--- config.mk ---
export PLATFORM = sky130hd
export DESIGN_NAME = mac_stream_bias_flat
export DESIGN_NICKNAME = d
export VERILOG_FILES = /design/src/rtl/mac_stream_bias_if.sv /design/src/rtl/mac_stream_bias.sv /design/src/flat_wrapper.sv
export SDC_FILE = /design/constraint.sdc
export NUM_CORES = 2
export LEC_CHECK = 0
export CAP_MARGIN = 20
export CORE_ASPECT_RATIO = 1.5
export CORE_UTILIZATION = 30
export CTS_BUF_LIST = sky130_fd_sc_hd__clkbuf_16
export CTS_CLUSTER_SIZE = 25
export DETAILED_ROUTE_END_ITERATION = 12
export SYNTH_ARGS = -nofsm -noshare
export SYNTH_HDL_FRONTEND = slang
export SYNTH_SLANG_ARGS = --single-unit
export TNS_END_PERCENT = 30
--- constraint.sdc ---
create_clock -name clk_p -period 9.03 [get_ports clk_p]
set_input_delay 0.903 -clock clk_p [delete_from_list [all_inputs] [get_ports clk_p]]
set_output_delay 0.903 -clock clk_p [all_outputs]
set_load 0.03 [all_outputs]
--- src/rtl/mac_stream_bias_if.sv ---
// mac_stream_bias_if: stream bundle for the MAC block.
//   master side (feeder/consumer): drives the input beat, config and out_ready
//   slave side  (mac_stream_bias): drives in_ready, out_valid, out_data
// Ports grouped:
//   in_valid/in_ready  input beat handshake
//   act, weight        per-beat activation and per-lane weights
//   bias, k_len,       per-vector config, meaningful on the first beat only
//   shift, relu_en
//   out_valid/out_ready/out_data  result handshake and packed lane results
interface mac_stream_bias_if #(
    parameter int DATA_WIDTH  = 8,
    parameter int N_LANES     = 4,
    parameter int K_MAX       = 768,
    parameter int SHIFT_WIDTH = 5
);
    localparam int LEN_WIDTH = $clog2(K_MAX + 1);

    logic                            in_valid;
    logic                            in_ready;
    logic [DATA_WIDTH-1:0]           act;
    logic [N_LANES*DATA_WIDTH-1:0]   weight;
    logic [N_LANES*DATA_WIDTH-1:0]   bias;
    logic [LEN_WIDTH-1:0]            k_len;
    logic [SHIFT_WIDTH-1:0]          shift;
    logic                            relu_en;
    logic                            out_valid;
    logic                            out_ready;
    logic [N_LANES*DATA_WIDTH-1:0]   out_data;

    modport master (
        output in_valid, act, weight, bias, k_len, shift, relu_en, out_ready,
        input  in_ready, out_valid, out_data
    );

    modport slave (
        input  in_valid, act, weight, bias, k_len, shift, relu_en, out_ready,
        output in_ready, out_valid, out_data
    );
endinterface

--- src/rtl/mac_stream_bias.sv ---
// mac_stream_bias: streaming multiply-accumulate with per-lane bias.
// One activation element per beat is multiplied by N_LANES weights and
// accumulated; after the runtime reduction length the lane sums are
// rounded-shifted, optionally ReLU'd, saturated and presented on out_data.
// Ports:
//   clk_p  rising-edge clock
//   rst_p  asynchronous active-high reset
//   bus    mac_stream_bias_if.slave (input beats, config, result handshake)
module mac_stream_bias #(
    parameter int DATA_WIDTH  = 8,
    parameter int N_LANES     = 4,
    parameter int K_MAX       = 768,
    parameter int SHIFT_WIDTH = 5,
    parameter int ACC_WIDTH   = 2*DATA_WIDTH + $clog2(K_MAX) + 1
) (
    input  logic               clk_p,
    input  logic               rst_p,
    mac_stream_bias_if.slave   bus
);
    localparam int LEN_WIDTH = $clog2(K_MAX + 1);
    localparam int OUT_WIDTH = N_LANES * DATA_WIDTH;
    // Wide enough that the rounding constant for the largest shift never wraps.
    localparam int RND_WIDTH = ACC_WIDTH + (2**SHIFT_WIDTH);

    localparam logic signed [RND_WIDTH-1:0] RND_ONE = RND_WIDTH'(1);
    localparam logic signed [RND_WIDTH-1:0] SAT_MAX = RND_WIDTH'(2**(DATA_WIDTH-1) - 1);
    localparam logic signed [RND_WIDTH-1:0] SAT_MIN = -SAT_MAX - RND_ONE;
    localparam logic [LEN_WIDTH-1:0]        LEN_ONE = LEN_WIDTH'(1);
    localparam logic [LEN_WIDTH-1:0]        LEN_MAX = LEN_WIDTH'(K_MAX);

    typedef enum logic [1:0] {
        IDLE   = 2'd0,
        ACCUM  = 2'd1,
        OUTPUT = 2'd2
    } state_t;

    state_t                        state_r, next_state_s;
    logic signed [ACC_WIDTH-1:0]   acc_r     [N_LANES];
    logic signed [ACC_WIDTH-1:0]   acc_nxt_s [N_LANES];
    logic [LEN_WIDTH-1:0]          cnt_r, len_r, eff_len_s;
    logic [SHIFT_WIDTH-1:0]        shift_r, shift_eff_s;
    logic                          relu_r, relu_eff_s;
    logic [OUT_WIDTH-1:0]          out_data_r, out_data_s;
    logic                          out_valid_r;
    logic                          in_ready_s, beat_s, load_out_s, out_fire_s;

    // Round half toward +inf, optional ReLU, then signed saturation to DATA_WIDTH.
    function automatic logic [DATA_WIDTH-1:0] requant(
        input logic signed [ACC_WIDTH-1:0] acc_v,
        input logic [SHIFT_WIDTH-1:0]      sh_v,
        input logic                        relu_v
    );
        logic signed [RND_WIDTH-1:0] wide_v;
        logic signed [RND_WIDTH-1:0] rnd_v;
        logic [DATA_WIDTH-1:0]       res_v;
        wide_v = {{(RND_WIDTH-ACC_WIDTH){acc_v[ACC_WIDTH-1]}}, acc_v};
        if (sh_v == '0) begin
            rnd_v = wide_v;
        end else begin
            rnd_v = (wide_v + (RND_ONE <<< (sh_v - SHIFT_WIDTH'(1)))) >>> sh_v;
        end
        if (relu_v && rnd_v[RND_WIDTH-1]) begin
            rnd_v = '0;
        end else begin
            rnd_v = rnd_v;
        end
        if (rnd_v > SAT_MAX) begin
            res_v = SAT_MAX[DATA_WIDTH-1:0];
        end else if (rnd_v < SAT_MIN) begin
            res_v = SAT_MIN[DATA_WIDTH-1:0];
        end else begin
            res_v = rnd_v[DATA_WIDTH-1:0];
        end
        return res_v;
    endfunction

    // The reset gate keeps in_ready low while rst_p is asserted.
    assign in_ready_s = ~rst_p & (state_r != OUTPUT);
    assign beat_s     = bus.in_valid & in_ready_s;
    assign out_fire_s = out_valid_r & bus.out_ready;
    assign load_out_s = beat_s & (next_state_s == OUTPUT);

    assign bus.in_ready  = in_ready_s;
    assign bus.out_valid = out_valid_r;
    assign bus.out_data  = out_data_r;

    // Effective length and config: first beat uses the live inputs, later beats the latched copies.
    always_comb begin
        eff_len_s   = bus.k_len;
        shift_eff_s = shift_r;
        relu_eff_s  = relu_r;
        if (bus.k_len == '0) begin
            eff_len_s = LEN_ONE;
        end else if (bus.k_len > LEN_MAX) begin
            eff_len_s = LEN_MAX;
        end else begin
            eff_len_s = bus.k_len;
        end
        if (state_r == IDLE) begin
            shift_eff_s = bus.shift;
            relu_eff_s  = bus.relu_en;
        end else begin
            shift_eff_s = shift_r;
            relu_eff_s  = relu_r;
        end
    end

    // Next accumulator value per lane and the requantised result built from it.
    always_comb begin
        logic signed [DATA_WIDTH-1:0]   a_v;
        logic signed [DATA_WIDTH-1:0]   w_v;
        logic signed [DATA_WIDTH-1:0]   b_v;
        logic signed [2*DATA_WIDTH-1:0] p_v;
        logic signed [ACC_WIDTH-1:0]    base_v;
        out_data_s = '0;
        a_v        = $signed(bus.act);
        w_v        = '0;
        b_v        = '0;
        p_v        = '0;
        base_v     = '0;
        for (int l = 0; l < N_LANES; l++) begin
            acc_nxt_s[l] = '0;
            w_v    = $signed(bus.weight[l*DATA_WIDTH +: DATA_WIDTH]);
            b_v    = $signed(bus.bias[l*DATA_WIDTH +: DATA_WIDTH]);
            p_v    = a_v * w_v;
            // First beat seeds the lane with the bias instead of the stale sum.
            if (state_r == IDLE) begin
                base_v = {{(ACC_WIDTH-DATA_WIDTH){b_v[DATA_WIDTH-1]}}, b_v};
            end else begin
                base_v = acc_r[l];
            end
            acc_nxt_s[l] = base_v + {{(ACC_WIDTH-2*DATA_WIDTH){p_v[2*DATA_WIDTH-1]}}, p_v};
            out_data_s[l*DATA_WIDTH +: DATA_WIDTH] = requant(acc_nxt_s[l], shift_eff_s, relu_eff_s);
        end
    end

    // FSM state register.
    always_ff @(posedge clk_p or posedge rst_p) begin
        if (rst_p) begin
            state_r <= IDLE;
        end else begin
            state_r <= next_state_s;
        end
    end

    // FSM next-state logic.
    always_comb begin
        next_state_s = state_r;
        case (state_r)
            IDLE: begin
                if (beat_s) begin
                    next_state_s = (eff_len_s == LEN_ONE) ? OUTPUT : ACCUM;
                end else begin
                    next_state_s = IDLE;
                end
            end
            ACCUM: begin
                if (beat_s && (cnt_r == (len_r - LEN_ONE))) begin
                    next_state_s = OUTPUT;
                end else begin
                    next_state_s = ACCUM;
                end
            end
            OUTPUT: begin
                if (out_fire_s) begin
                    next_state_s = IDLE;
                end else begin
                    next_state_s = OUTPUT;
                end
            end
            default: begin
                next_state_s = IDLE;
            end
        endcase
    end

    // Datapath: accumulators, beat counter, latched config and the result register.
    always_ff @(posedge clk_p or posedge rst_p) begin
        if (rst_p) begin
            for (int l = 0; l < N_LANES; l++) begin
                acc_r[l] <= '0;
            end
            cnt_r       <= '0;
            len_r       <= '0;
            shift_r     <= '0;
            relu_r      <= 1'b0;
            out_data_r  <= '0;
            out_valid_r <= 1'b0;
        end else begin
            if (beat_s) begin
                for (int l = 0; l < N_LANES; l++) begin
                    acc_r[l] <= acc_nxt_s[l];
                end
                if (state_r == IDLE) begin
                    cnt_r   <= LEN_ONE;
                    len_r   <= eff_len_s;
                    shift_r <= bus.shift;
                    relu_r  <= bus.relu_en;
                end else begin
                    cnt_r   <= cnt_r + LEN_ONE;
                end
            end
            if (load_out_s) begin
                out_data_r  <= out_data_s;
                out_valid_r <= 1'b1;
            end else if (out_fire_s) begin
                out_valid_r <= 1'b0;
            end else begin
                out_valid_r <= out_valid_r;
            end
        end
    end
endmodule
--- src/flat_wrapper.sv ---
// flat-port wrapper written by rule: the top's interface ports become plain ports
module mac_stream_bias_flat 
#(
    parameter int DATA_WIDTH  = 8,
    parameter int N_LANES     = 4,
    parameter int K_MAX       = 768,
    parameter int SHIFT_WIDTH = 5,
    parameter int ACC_WIDTH   = 2*DATA_WIDTH + $clog2(K_MAX) + 1
)
  (clk_p, rst_p, bus_in_valid, bus_act, bus_weight, bus_bias, bus_k_len, bus_shift, bus_relu_en, bus_out_ready, bus_in_ready, bus_out_valid, bus_out_data);
  mac_stream_bias_if #(.DATA_WIDTH(DATA_WIDTH), .N_LANES(N_LANES), .K_MAX(K_MAX), .SHIFT_WIDTH(SHIFT_WIDTH)) bus_i ();
  input  logic clk_p;
  input  logic rst_p;
  input wire logic [$bits(bus_i.in_valid)-1:0] bus_in_valid;
  input wire logic [$bits(bus_i.act)-1:0] bus_act;
  input wire logic [$bits(bus_i.weight)-1:0] bus_weight;
  input wire logic [$bits(bus_i.bias)-1:0] bus_bias;
  input wire logic [$bits(bus_i.k_len)-1:0] bus_k_len;
  input wire logic [$bits(bus_i.shift)-1:0] bus_shift;
  input wire logic [$bits(bus_i.relu_en)-1:0] bus_relu_en;
  input wire logic [$bits(bus_i.out_ready)-1:0] bus_out_ready;
  output wire logic [$bits(bus_i.in_ready)-1:0] bus_in_ready;
  output wire logic [$bits(bus_i.out_valid)-1:0] bus_out_valid;
  output wire logic [$bits(bus_i.out_data)-1:0] bus_out_data;
  assign bus_i.in_valid = bus_in_valid;
  assign bus_i.act = bus_act;
  assign bus_i.weight = bus_weight;
  assign bus_i.bias = bus_bias;
  assign bus_i.k_len = bus_k_len;
  assign bus_i.shift = bus_shift;
  assign bus_i.relu_en = bus_relu_en;
  assign bus_i.out_ready = bus_out_ready;
  assign bus_in_ready = bus_i.in_ready;
  assign bus_out_valid = bus_i.out_valid;
  assign bus_out_data = bus_i.out_data;
  mac_stream_bias #(.DATA_WIDTH(DATA_WIDTH), .N_LANES(N_LANES), .K_MAX(K_MAX), .SHIFT_WIDTH(SHIFT_WIDTH), .ACC_WIDTH(ACC_WIDTH)) u_core (.clk_p(clk_p), .rst_p(rst_p), .bus(bus_i));
endmodule
=== Yosys cells after proc, flatten, opt, wreduce, memory -nomap -nowiden ===
Index checks and enable logic that the tools add are counted.

* Flip-flop bits (word level): 169
* Word-level logic and storage cells: 93
* Output and inout bits: 34
* Bits of input ports: 92

* Muxes and demuxes: 32
* Multiply operators: 4
* Order comparisons: 9
* Bitwise logic cells: 5
* Add/subtract/negate cells: 11
* Equal/unequal tests: 6
* Reduce and logical (&&, ||, !) cells: 10
* Shift operators: 5

{| class="wikitable"
|+ Operators with widths
! operator !! count
|-
| $mux W59 || 8
|-
| $add A27 B59 Y59 || 4
|-
| $gt A59 B8 Y1 const B || 4
|-
| $lt A59 B8 Y1 const B || 4
|-
| $sshr A59 B5 Y59 || 4
|-
| $add A27 B27 Y27 || 4
|-
| $mux W27 || 4
|-
| $mul A8 B8 Y16 || 4
|-
| $mux W8 || 8
|-
| $sshl A2 B5 Y59 const A || 1
|-
| $mux W10 || 3
|-
| $add A10 B1 Y10 const B || 1
|-
| $eq A10 B1 Y1 const B || 1
|-
| $eq A10 B10 Y1 || 1
|-
| $gt A10 B10 Y1 const B || 1
|-
| $logic_not A10 Y1 || 1
|-
| $sub A10 B1 Y10 const B || 1
|-
| $mux W2 || 4
|-
| $pmux W2 S3 || 1
|-
| $logic_and A1 B1 Y1 || 5
|-
| $logic_not A5 Y1 || 1
|-
| $mux W5 || 1
|-
| $sub A5 B1 Y5 const B || 1
|-
| $and A1 B1 Y1 || 4
|-
| other kinds (8) || 11
|}

=== Longest topological paths before layout ===
* Depth after elaboration: 12
* Gate-level depth with buffers: 53
* Depth with buffers taken out: 50

=== Least setup slack after synthesis ===
OpenSTA, ideal clock, no wires.

* Path kind: input-to-reg
* Start: in bus_act[7]
* End: reg u_core.out_data_r[25] (netlist: u_core.bus.out_data[25])
* Slack: -2.416 ns
* Buffers on the path: 3
* Data required time: 8.929 ns
* Stages: 46
* Arrival: 11.345 ns
* Library setup time: 0.101 ns
* Cells stage by stage: clkbuf_1 and2_1 fa_1 inv_1 fa_1 inv_1 fa_1 inv_1 fa_1 inv_1 ha_1 and3_1 a221o_1 a21oi_2 a21oi_1 nor2_2 clkinv_1 ha_1 (+10 left out) clkbuf_1 a21o_1 a21oi_1 nor2_1 nor2_1 inv_1 a31oi_1 o31ai_4 a211oi_2 o21ai_1 a311oi_2 nor2_1 nor3_1 nand4_1 nor4_1 and4_1 a221oi_2 o32ai_1

* Longest elaborated chain between the ends: 10
* Elaborated cells on any way between the ends: 11
* Classes of those cells: add/sub: 2; mul: 1; order compare: 2; shift: 1; mux: 4; reduce/logical: 1

{| class="wikitable"
|+ Ends and longest elaborated chain
! element !! line !! RTL
|-
| start, declared || flat_wrapper.sv:15 || <nowiki>input wire logic [$bits(bus_i.act)-1:0] bus_act;</nowiki>
|-
| $mul A8 B8 Y16 * || mac_stream_bias.sv:125 || <nowiki>p_v = a_v * w_v;</nowiki>
|-
| $add A27 B27 Y27 * || mac_stream_bias.sv:132 || <nowiki>acc_nxt_s[l] = base_v + {{(ACC_WIDTH-2*DATA_WIDTH){p_v[2*DATA_WIDTH-1]}}, p_v};</nowiki>
|-
| $add A27 B59 Y59 || mac_stream_bias.sv:60 || <nowiki>rnd_v = (wide_v + (RND_ONE <<< (sh_v - SHIFT_WIDTH'(1)))) >>> sh_v;</nowiki>
|-
| $sshr A59 B5 Y59 || mac_stream_bias.sv:60 ||
|-
| $mux W59 * || mac_stream_bias.sv:57 || <nowiki>if (sh_v == '0) begin</nowiki>
|-
| $logic_and A1 B1 Y1 || mac_stream_bias.sv:62 || <nowiki>if (relu_v && rnd_v[RND_WIDTH-1]) begin</nowiki>
|-
| $mux W59 * || mac_stream_bias.sv:62 ||
|-
| $lt A59 B8 Y1 || mac_stream_bias.sv:69 || <nowiki>end else if (rnd_v < SAT_MIN) begin</nowiki>
|-
| $mux W8 || mac_stream_bias.sv:69 ||
|-
| $mux W8 * || mac_stream_bias.sv:67 || <nowiki>if (rnd_v > SAT_MAX) begin</nowiki>
|-
| end signal, assigned || mac_stream_bias.sv:204 || <nowiki>out_data_r <= out_data_s;</nowiki>
|-
| end, declared || mac_stream_bias.sv:43 || <nowiki>logic [OUT_WIDTH-1:0] out_data_r, out_data_s;</nowiki>
|}

Every way passes the cells marked *; elsewhere a longest branch is shown, timed or not.
A chain may end at the register's enable or synchronous reset.

==> impl_metrics.tcl <==
set metrics [dict create \
    status "finished with violations" \
    violations "setup timing" \
    final_hold_viol_count 0 \
    multiInputGateArea_mm2 0.04277 \
    grt_max_degree 72 \
    yosysSeqAreaShare_pct 9.092 \
    maxCapViolCount 0 \
    crit_family "compound AO/OA/AOI/OAI gates" \
    worstPathRequired_ps 9550 \
    hp-class "reg -> reg" \
    syn_area_mm2 0.04652 \
    hold_buffers 0 \
    layout-drive-gt1-share_pct 34.62 \
    num-nets-final 9349 \
    fin_crit_sh_pct 123.9 \
    critPathMaxFanout 7 \
    synth_seq_cells 169 \
    cts_buffer_depth 2 \
    core_mm2 0.1537 \
    worst_slack_ps -2157 \
    tritoncts "built" \
    area_delta_synth_final_pct 52.66 \
    antenna_found_initial 25 \
    synth_edf_count 0 \
    path_clk_slew_ps 110 \
    regArea_mm2 0.004229 \
    grt_pass1_wl_mm 427.4 \
    critPathKind "in -> reg" \
    endpoint_kind "flop" \
    dieArea_mm2 0.1567 \
    stdcell_area_mm2 0.07101 \
    syn_nets 7338 \
    place_area_mm2 0.06621 \
    grt-ovfl-total 0 \
    setup_viol 31 \
    rr_startpoint "u_core.state_r[1]" \
    min_from "u_core.acc_r[33]" \
    grt_pass1_vias 62282 \
    timing.fmax_ghz 0.08939 \
    rows 176 \
    yosys_most_used_dff "dfrtp_1" \
    place_congestion 1.055 \
    rr_endpoint "u_core.bus.out_data[2]" \
    synth_top_area_share_pct 9.813 \
    fin_skew_ps 26.74 \
    initial_core_util_pct 30.26 \
    synth.largest_area_cell "fa_1" \
    relSlewSlack_pct 19.55 \
    drv_slew 0 \
    grt_use_total_pct 37.44 \
    final_cells 10776 \
    crit_path_max_incr_delay_ps 540 \
    cp_num_buf_inv 11 \
    routed_via_density 5.794 \
    cp_common_cell "fa_1" \
    drt_iter0_drc 5268 \
    synthArstFlopShare_pct 100.0 \
    fp.dieW_um 323.5 \
    rsz0062_at_grt "true" \
    fillCellCount 15805 \
    clock-root-buffer "clkbuf_16" \
    critPathSlowestCell "fa_1" \
    dp_hpwl_mm 231.1 \
    final_antenna_net_count 0 \
    firstDrtPassIters 7 \
    wirelength_mm 296.5 \
    clock_sinks 169 \
    die_y_um 484.3 \
    netlist_instances 6694 \
    wl_per_cell_um 27.52 \
    startpoint_type "input pin" \
    vias 62431 \
    rrSetupSlack_ps 430 \
    insertion_delay_ps 590 \
    dp.cells 10577 \
    ys_top_cells_by_area "fa_1 9.8%, dfrtp_1 9.1%, ha_1 8.7%" \
    syn_area_per_cell_um2 6.949 \
    yosysUniqueCellTypes 125 \
    io_buffers 125 \
    cp.arrival_ps 11710 \
    cts-buffers-inserted 17 \
    yosysWarningCount 0 \
    tightest_slew_ps 1204 \
    worst_hold_path.endpoint "u_core.acc_r[33]" \
    whs_path_depth 2 \
    finish.utilization_pct 46.20 \
    cts_max_level 4 \
    post-route-min-period_ps 11190 \
    r2r_cells 38 \
    io_pins 126 \
    drc_errors 0 \
]
==> tightest hold or removal path, cell delays in order (launching register included) <==
cell     delay [ps]
dfrtp_1         350
nand2_1          50
nand2_1          50
==> cell families after synthesis <==
| kind of cell | synth area share, % |
|---|---|
| AOI/OAI and AO/OA | 31.75 |
| xor gates and xnor gates | 5.810 |
| adders and majority gates | 18.61 |
| buffers and inverters | 7.144 |
| and+or+nand+nor | 24.96 |
| DFF | 9.092 |
| muxes | 2.633 |
==> cell type report <==
class / instances / area share (%)
Multi-Input combinational cell: 5650 / 60.23
Clock inverter: 15 / 0.2449
Tap cell: 2047 / 3.607
Antenna cell: 11 / 0.03876
Clock buffer: 17 / 0.5991
Sequential cell: 169 / 5.956
Inverter: 482 / 2.581
Timing Repair Buffer: 2385 / 26.74
==> per-layer routing <==
layer	vias to the layer above	wire length (um)	track usage (%)
li1	28243	-	-
met1	30274	111200	42.55
met2	2820	134600	60.02
met3	1064	21300	7.653
met4	30	29260	31.06
met5	-	192	0
==> flip-flops by register name, summed over array words and instances, names as in the netlist <==
register	count
u_core.state_r	2
u_core.bus.out_data	32
u_core.cnt_r	10
u_core.shift_r	5
u_core.len_r	10
u_core.bus.out_valid	1
u_core.acc_r	108
u_core.relu_r	1
==> cells in the mapped netlist (36+ instances only) <==
cell type	instances
a211oi_1	150
a21o_1	137
a21oi_1	522
a221oi_1	42
a31oi_1	107
and2_1	215
and3_1	61
buf_1	57
clkbuf_1	311
dfrtp_1	169
fa_1	228
ha_1	324
inv_1	473
mux2i_1	85
nand2_1	993
nand2b_1	50
nand3_1	180
nand4_1	49
nor2_1	514
nor2b_1	46
nor3_1	152
nor4_1	56
o211ai_1	106
o21a_1	57
o21ai_0	417
o21bai_1	43
o221ai_1	36
o22ai_1	64
o31ai_1	50
or3_1	43
xnor2_1	211
xor2_1	80
==> through the flow <==
step,TNS [ps],setup WS (ps),hold slack [ps]
finish,-55750,-2157,479.7
detailed placement,-105890,-4249,462.3
CTS,-51970,-2088,483.6
floorplan,-37250,-1546,445.6
global placement,-106180,-4188,458.6
global route,-68820,-2509,502.3
==> worst max path at each step <==
| stage | startpoint | slack (ps) | depth (start not counted) | end |
|---|---|---|---|---|
| finish | bus_act[4] | -2160 | 52 | u_core.bus.out_data[20] |
| global route | bus_act[4] | -2510 | 52 | u_core.bus.out_data[20] |
| CTS | bus_weight[22] | -2090 | 50 | u_core.bus.out_data[20] |
| detailed placement | bus_act[3] | -4250 | 47 | u_core.bus.out_data[25] |
| global placement | bus_act[3] | -4190 | 49 | u_core.bus.out_data[25] |
| floorplan | bus_act[4] | -1550 | 50 | u_core.bus.out_data[16] |
==> what timing repair did <==
| action | CTS | global route |
|---|---|---|
| pin swaps | 259 | 128 |
| endpoints found under the setup margin | 32 | 32 |
| resized for setup | 499 | 201 |
| gates cloned | 7 | 0 |
| buffers inserted | 123 | 31 |
==> layout by cell type (no fill, tap or decap), types with 27 or more instances in the layout <==
cell,netlist,routed
a31oi_1,107,85
nand3_1,180,171
nand2_1,993,969
o21ai_1,19,50
a21oi_1,522,451
buf_12,0,35
nand4_1,49,49
nor3_1,152,125
ha_4,0,37
o22ai_1,64,55
a21oi_2,5,65
inv_1,473,445
clkdlybuf4s50_1,0,87
xnor2_1,211,205
mux2i_1,85,71
or3_1,43,38
inv_2,3,27
buf_4,0,2163
buf_6,1,58
and3_1,61,55
nor2_1,514,475
o21bai_1,43,42
ha_1,324,277
a211o_1,32,29
o31ai_1,50,32
o21ai_0,417,356
a211oi_1,150,121
fa_1,228,222
and2_1,215,191
o211ai_1,106,106
nor4_1,56,38
nor2b_1,46,43
o21a_1,57,56
nand2b_1,50,49
a21o_1,137,136
xor2_1,80,73
o211a_1,28,27
dfrtp_1,169,169
Power is not shown: default switching activity piles up to over one toggle a cycle in this logic, so the estimate is an artifact.
